==> src/rtl/adpll_tx_bit_serializer.sv <==
`timescale 1ns/1ps
// adpll_tx_bit_serializer
// Buffers payload bytes in a small FIFO and, while the ADPLL is in TX mode
// and locked, shifts them out LSB-first on data_mod, holding each bit for a
// programmable number of reference cycles. Flags starvation at byte
// boundaries as a sticky underrun.
module adpll_tx_bit_serializer #(
  parameter int FIFO_DEPTH = 8,
  parameter int LVLW       = 4
) (
  input  logic            clk,
  input  logic            rst_n,
  input  logic            en,
  input  logic [1:0]      adpll_mode,
  input  logic            channel_lock,
  input  logic [7:0]      sym_period,
  input  logic            wr_valid,
  input  logic [7:0]      wr_data,
  output logic            wr_ready,
  input  logic            clr_underrun,
  output logic            data_mod,
  output logic            mod_active,
  output logic            underrun,
  output logic [LVLW-1:0] fifo_level
);

  localparam int PTRW = (FIFO_DEPTH > 1) ? $clog2(FIFO_DEPTH) : 1;
  localparam logic [1:0] MODE_TX = 2'd3;

  typedef enum logic [1:0] {
    ST_IDLE,
    ST_RUN,
    ST_STARVE
  } state_t;

  state_t          state_q, state_d;
  logic [7:0]      mem_q [FIFO_DEPTH];
  logic [7:0]      mem_d [FIFO_DEPTH];
  logic [PTRW-1:0] wr_ptr_q, wr_ptr_d;
  logic [PTRW-1:0] rd_ptr_q, rd_ptr_d;
  logic [LVLW-1:0] level_q, level_d;
  logic [7:0]      shift_q, shift_d;
  logic [2:0]      bit_q, bit_d;
  logic [7:0]      cyc_q, cyc_d;
  logic [7:0]      period_q, period_d;
  logic            data_mod_q, data_mod_d;
  logic            mod_active_q, mod_active_d;
  logic            underrun_q, underrun_d;

  logic            go;
  logic            fifo_full;
  logic            fifo_empty;
  logic            push;
  logic            pop;
  logic            set_underrun;
  logic [7:0]      eff_period;
  logic [7:0]      period_last;
  logic [7:0]      head;

  assign go          = (adpll_mode == MODE_TX) & channel_lock;
  assign fifo_full   = (level_q == LVLW'(FIFO_DEPTH));
  assign fifo_empty  = (level_q == '0);
  assign push        = en & wr_valid & ~fifo_full;
  assign eff_period  = (sym_period < 8'd2) ? 8'd2 : sym_period;
  assign period_last = period_q - 8'd1;
  assign head        = mem_q[rd_ptr_q];

  assign wr_ready   = ~fifo_full;
  assign fifo_level = level_q;
  assign data_mod   = data_mod_q;
  assign mod_active = mod_active_q;
  assign underrun   = underrun_q;

  // Serializer FSM: byte loads, per-bit timing, byte boundaries and aborts
  always_comb begin
    state_d      = state_q;
    shift_d      = shift_q;
    bit_d        = bit_q;
    cyc_d        = cyc_q;
    period_d     = period_q;
    data_mod_d   = data_mod_q;
    mod_active_d = mod_active_q;
    pop          = 1'b0;
    set_underrun = 1'b0;

    if (en) begin
      case (state_q)
        ST_IDLE, ST_STARVE: begin
          if (go && !fifo_empty) begin
            pop = 1'b1;
          end else if (!go) begin
            state_d = ST_IDLE;
          end
        end
        ST_RUN: begin
          if (!go) begin
            state_d      = ST_IDLE;
            data_mod_d   = 1'b0;
            mod_active_d = 1'b0;
          end else if (cyc_q == period_last) begin
            cyc_d = 8'd0;
            if (bit_q == 3'd7) begin
              if (!fifo_empty) begin
                pop = 1'b1;
              end else begin
                state_d      = ST_STARVE;
                data_mod_d   = 1'b0;
                mod_active_d = 1'b0;
                set_underrun = 1'b1;
              end
            end else begin
              bit_d      = bit_q + 3'd1;
              shift_d    = {1'b0, shift_q[7:1]};
              data_mod_d = shift_q[1];
            end
          end else begin
            cyc_d = cyc_q + 8'd1;
          end
        end
        default: begin
          state_d      = ST_IDLE;
          data_mod_d   = 1'b0;
          mod_active_d = 1'b0;
        end
      endcase

      if (pop) begin
        state_d      = ST_RUN;
        shift_d      = head;
        data_mod_d   = head[0];
        mod_active_d = 1'b1;
        cyc_d        = 8'd0;
        bit_d        = 3'd0;
        period_d     = eff_period;
      end
    end
  end

  // Sticky underrun: a new starvation event outranks a simultaneous clear
  always_comb begin
    underrun_d = underrun_q;
    if (set_underrun) begin
      underrun_d = 1'b1;
    end else if (en && clr_underrun) begin
      underrun_d = 1'b0;
    end
  end

  // Byte FIFO: write/pop bookkeeping, flushed whenever the ADPLL leaves TX
  always_comb begin
    mem_d    = mem_q;
    wr_ptr_d = wr_ptr_q;
    rd_ptr_d = rd_ptr_q;
    level_d  = level_q;

    if (en) begin
      if (adpll_mode != MODE_TX) begin
        wr_ptr_d = '0;
        rd_ptr_d = '0;
        level_d  = '0;
      end else begin
        if (push) begin
          mem_d[wr_ptr_q] = wr_data;
          wr_ptr_d        = wr_ptr_q + PTRW'(1);
        end
        if (pop) begin
          rd_ptr_d = rd_ptr_q + PTRW'(1);
        end
        case ({push, pop})
          2'b10:   level_d = level_q + LVLW'(1);
          2'b01:   level_d = level_q - LVLW'(1);
          default: level_d = level_q;
        endcase
      end
    end
  end

  // State, counter and output registers
  always_ff @(posedge clk or negedge rst_n) begin
    if (!rst_n) begin
      state_q      <= ST_IDLE;
      shift_q      <= 8'd0;
      bit_q        <= 3'd0;
      cyc_q        <= 8'd0;
      period_q     <= 8'd2;
      data_mod_q   <= 1'b0;
      mod_active_q <= 1'b0;
      underrun_q   <= 1'b0;
    end else begin
      state_q      <= state_d;
      shift_q      <= shift_d;
      bit_q        <= bit_d;
      cyc_q        <= cyc_d;
      period_q     <= period_d;
      data_mod_q   <= data_mod_d;
      mod_active_q <= mod_active_d;
      underrun_q   <= underrun_d;
    end
  end

  // FIFO storage and pointer registers
  always_ff @(posedge clk or negedge rst_n) begin
    if (!rst_n) begin
      for (int i = 0; i < FIFO_DEPTH; i++) begin
        mem_q[i] <= 8'd0;
      end
      wr_ptr_q <= '0;
      rd_ptr_q <= '0;
      level_q  <= '0;
    end else begin
      mem_q    <= mem_d;
      wr_ptr_q <= wr_ptr_d;
      rd_ptr_q <= rd_ptr_d;
      level_q  <= level_d;
    end
  end

endmodule

==> config.mk <==
export PLATFORM = sky130hd
export DESIGN_NAME = adpll_tx_bit_serializer
export DESIGN_NICKNAME = d
export VERILOG_FILES = /design/src/rtl/adpll_tx_bit_serializer.sv
export SDC_FILE = /design/constraint.sdc
export NUM_CORES = 1
export LEC_CHECK = 0
export BUFFER_PORTS_ARGS = -buffer_cell sky130_fd_sc_hd__clkbuf_2
export CORE_ASPECT_RATIO = 2
export CORE_MARGIN = 2
export CORE_UTILIZATION = 45
export CTS_CLUSTER_SIZE = 12
export DETAILED_ROUTE_END_ITERATION = 10
export GPL_TIMING_DRIVEN = 0
export PLACE_DENSITY = 0.63
export SKIP_LAST_GASP = 1
export SLEW_MARGIN = 0
export SYNTH_ARGS = -nofsm -noshare
export SYNTH_HDL_FRONTEND = slang
export SYNTH_SLANG_ARGS = --single-unit
export TNS_END_PERCENT = 10
==> constraint.sdc <==
create_clock -name clk -period 4.17 [get_ports clk]
set_input_delay 0.2085 -clock clk [delete_from_list [all_inputs] [get_ports clk]]
set_output_delay 0.2085 -clock clk [all_outputs]
set_load 0.1 [all_outputs]
==> reports/results.md <==
| Item | Reported |
|---|---|
| Reg-to-reg setup timing slack | 0.65 ns |
| Initial antenna violation count | 0 |
| Die area | 12700 um2 |
| Sum of routed wire length over all layers | 10900 um |
| GP Congestion | 0.809 |
| Worst Skew | 0.0102 ns |
| F_max | 284 MHz |
| TritonCTS clock tree | built |
| Vertical die dimension | 157 um |
| Required time reported for the critical path endpoint | 4.45 ns |
| Final setup TNS | 0 ns |
| Clock transition at the registers of the reported paths | 0.07 ns |
| Critical-path maximum fanout | 5 |
| Number of cell rows | 56 |
| Yosys top cell by area | sky130_fd_sc_hd__dfrtp_1 |
| Max capacitance violation total | 0 |
| Synthesized instance count | 434 |
| Worst Path Arrival | 3.80 ns |
| Via Count | 3509 |
| Global-route congestion overflow total | 0 |
| Max Root-Sink Buffers | 2 |
| Path class of the lowest-slack min-delay path | primary input to asynchronous set/reset pin |
| Clk root buf | sky130_fd_sc_hd__clkbuf_16 |
| Net switching power | 705 uW |
| Placed wire-length estimate after detailed placement | 7250 um |
| Level count of the clock H-tree | 3 |
| Number of DRC markers after the initial detailed-route iteration | 182 |
| Die outline width | 80.6 um |
| Antenna diode instance count | 0 |
| Internal power consumption | 1690 uW |
| Run status | finished with violations |
| Setup repair after global routing missed its margin | false |
| Count of distinct cell types in the synthesized netlist | 56 |
| Actual transition at the worst max-transition pin | 1.23 ns |
| Top area cells in the synthesized netlist | sky130_fd_sc_hd__dfrtp_1 49%, sky130_fd_sc_hd__mux2_2 15%, sky130_fd_sc_hd__mux4_2 6.8%, sky130_fd_sc_hd__nand2_1 2.5%, sky130_fd_sc_hd__o21ai_0 2.4% |
| IO Pins | 32 |
| Final antenna-violating net count | 0 |
| Area fraction of the dominant cell type after synthesis | 49.2% |
| Number of global-route vias before repair | 3475 |
| Layout cell share with drive strength beyond 1 | 31.9% |
| Setup violations, final | 0 |
| # nets final | 507 |
| Pwr dens | 404 nW/um2 |
| Critical Path Source Type | flip-flop |
| Static leakage | 0.00268 uW |
| Switching power share of the total | 29.4% |
| Starting utilization of the core area | 45.7% |
| Power share of the clock group | 34.9% |
| Setup repair bufs after CTS | 0 |
| Count of final max-slew check failures | 0 |
| Worst hold margin | -0.0713 ns |
| First-pass GRT wire length | 18300 um |
| Share of the clock period used by the worst path after layout | 84.4% |
| Start-to-end type of the worst setup path | flip-flop to flip-flop |
| Yosys warnings | 0 |
| Remaining max-slew budget at the tightest pin | 17.6% |
| Post-cts gate resize count | 0 |
| Total power consumption of the routed design | 2400 uW |
| Ratio of routed vias to standard cells | 5.61 |
| Final cell utilization of the core | 51.3% |
| Clk sinks | 105 |
| Primary FF master, synth | sky130_fd_sc_hd__dfrtp_1 |
| Count of flip-flops with a built-in enable after synthesis | 0 |
| Number of hold buffers added after CTS | 0 |
| Count of unresolved DRC violations after routing | 0 |
| Minimum clock period after layout | 3.52 ns |
| Number of port buffers | 30 |
| Peak supply drop | 0.000289 V |
| Yosys reg bits | 105 |
| Detailed-router iteration count before antenna repair | 4 |
| Clock latency at the later pin of the worst-skew pair | 0.35 ns |
| Share of flip-flops with an asynchronous set or reset | 100% |
| Sequential share of power | 48.4% |
| Failing checks | hold timing |
| Summed instance area of the synthesized netlist | 5290 um2 |
| Mapped Avg Cell Area | 12.2 um2 |
| WL/cell | 17.5 um |
| Pin count of the biggest net entering global routing | 106 |
| Core Area | 11600 um2 |
| Combinational group share of total power | 16.7% |
| Area delta synth->final | 12.2% |
| Fraction of the yosys area taken by sequential cells | 49.7% |
| Total clock buffers created by CTS | 9 |
| Hold violation total from the final report | 43 |
| Total Routing Usage GR | 18.9% |
| CP Capture Type | flip-flop |
| Net count after synthesis | 466 |
==> registers in the layout, indices dropped and copies added (netlist names) <==
name,flops
mem_q,64
cyc_q,8
period_q,8
shift_q,7
fifo_level,4
bit_q,3
rd_ptr_q,3
wr_ptr_q,3
state_q,2
data_mod,1
mod_active,1
underrun,1
==> stage by stage <==
step	setup WS [ns]	std cells	hold WS, ns	instance area [um2]
after detailed placement	0.688	609	0.369	5630
after global routing	0.383	625	0.0399	5930
after CTS	0.660	625	0.00678	5930
final	0.650	625	-0.0713	5930
after floorplan	0.352	434	-0.0871	5290
after global placement	0.704	609	0.461	5620
==> cell families after synthesis <==
group / count (synthesis) / share of synthesized area (%)
xor gates and xnor gates: 12 / 2.13
and+or+nand+nor: 115 / 11.7
AOI/OAI and AO/OA: 75 / 9.21
buffers and inverters: 23 / 1.66
muxes: 96 / 23.7
DFF: 105 / 49.7
adders and majority gates: 8 / 1.89
==> power by group through the flow <==
stage	registers (uW)	clock network (uW)	logic, uW
2_1_floorplan	1230	0	236
5_1_grt	1170	893	446
6_report	1160	835	401
4_1_cts	1160	855	409
3_5_place_dp	1180	0	406
3_3_place_gp	1180	0	397
==> cells in the final DEF (no fill, tap or decap), drive strengths merged, types with 3 or more instances in the layout <==
| cell type | n |
|---|---|
| mux2 | 71 |
| a211oi | 3 |
| buf | 3 |
| or3b | 3 |
| clkbuf | 51 |
| mux4 | 16 |
| o211ai | 3 |
| nand3 | 7 |
| o21ai | 28 |
| nor4 | 4 |
| or4 | 3 |
| xnor2 | 8 |
| nand2b | 11 |
| a21oi | 19 |
| nor3 | 8 |
| inv | 12 |
| and2 | 3 |
| nor3b | 3 |
| nand2 | 35 |
| o31ai | 5 |
| dfrtp | 104 |
| xor2 | 4 |
| mux2i | 9 |
| and3 | 5 |
| ha | 8 |
| nor2 | 23 |
==> worst paths after layout <==
path                          startpoint            end  cells after the start
max                          period_q[0]  fifo_level[3]                     13
min in group clk           sym_period[0]    period_q[0]                      3
max in group asynchronous          rst_n      mem_q[43]                      1
min reg2reg                     bit_q[0]       bit_q[0]                      1
max reg2reg                  period_q[0]  fifo_level[3]                     13
min                                rst_n       bit_q[0]                      1
==> cells in the mapped netlist, types with 3 or more instances <==
master                     number
sky130_fd_sc_hd__nor3_1         8
sky130_fd_sc_hd__o211ai_1       3
sky130_fd_sc_hd__a21oi_1       19
sky130_fd_sc_hd__o21ai_0       25
sky130_fd_sc_hd__dfrtp_1      104
sky130_fd_sc_hd__mux2_2        71
sky130_fd_sc_hd__and2_1         3
sky130_fd_sc_hd__nor3b_2        3
sky130_fd_sc_hd__nor2_1        23
sky130_fd_sc_hd__nand2b_1      10
sky130_fd_sc_hd__inv_1          9
sky130_fd_sc_hd__nor4_1         3
sky130_fd_sc_hd__ha_1           8
sky130_fd_sc_hd__nand2_1       35
sky130_fd_sc_hd__mux2i_1        9
sky130_fd_sc_hd__clkbuf_1      11
sky130_fd_sc_hd__xnor2_1        7
sky130_fd_sc_hd__and3_1         5
sky130_fd_sc_hd__xor2_1         4
sky130_fd_sc_hd__o31ai_1        5
sky130_fd_sc_hd__nand3_1        7
sky130_fd_sc_hd__mux4_2        16
==> cell type report <==
class	count	area, um2
inverter	9	33.8
multi-input combinational	306	2570
tap	145	181
timing repair buffer	30	159
clock inverter	6	58.8
clock buffer	10	239
sequential	105	2630
buffer	14	53.8
fill	1060	5630
==> routing by layer <==
metal	vias to the layer above	wire length, um	share of wire, %	global-route usage, %
li1	1678	-	-	-
met1	1781	5320	49	27.6
met2	37	5210	48	29.1
met3	13	198	1.8	2.64
met4	0	182	1.7	6.38
met5	-	0	0	0
==> worst max-delay path: stages (launching register included) <==
cell,delay [ns]
sky130_fd_sc_hd__dfrtp_1,0.44
sky130_fd_sc_hd__inv_1,0.08
sky130_fd_sc_hd__ha_1,0.23
sky130_fd_sc_hd__or3b_2,0.47
sky130_fd_sc_hd__a211oi_1,0.24
sky130_fd_sc_hd__o211ai_1,0.20
sky130_fd_sc_hd__a211oi_1,0.39
sky130_fd_sc_hd__o21a_2,0.24
sky130_fd_sc_hd__ha_1,0.27
sky130_fd_sc_hd__o21ai_0,0.09
sky130_fd_sc_hd__nand2b_1,0.07
sky130_fd_sc_hd__mux2_2,0.27
sky130_fd_sc_hd__or4_1,0.39
sky130_fd_sc_hd__nand3_1,0.09
Note: power is estimated with default switching activity, not from simulation.
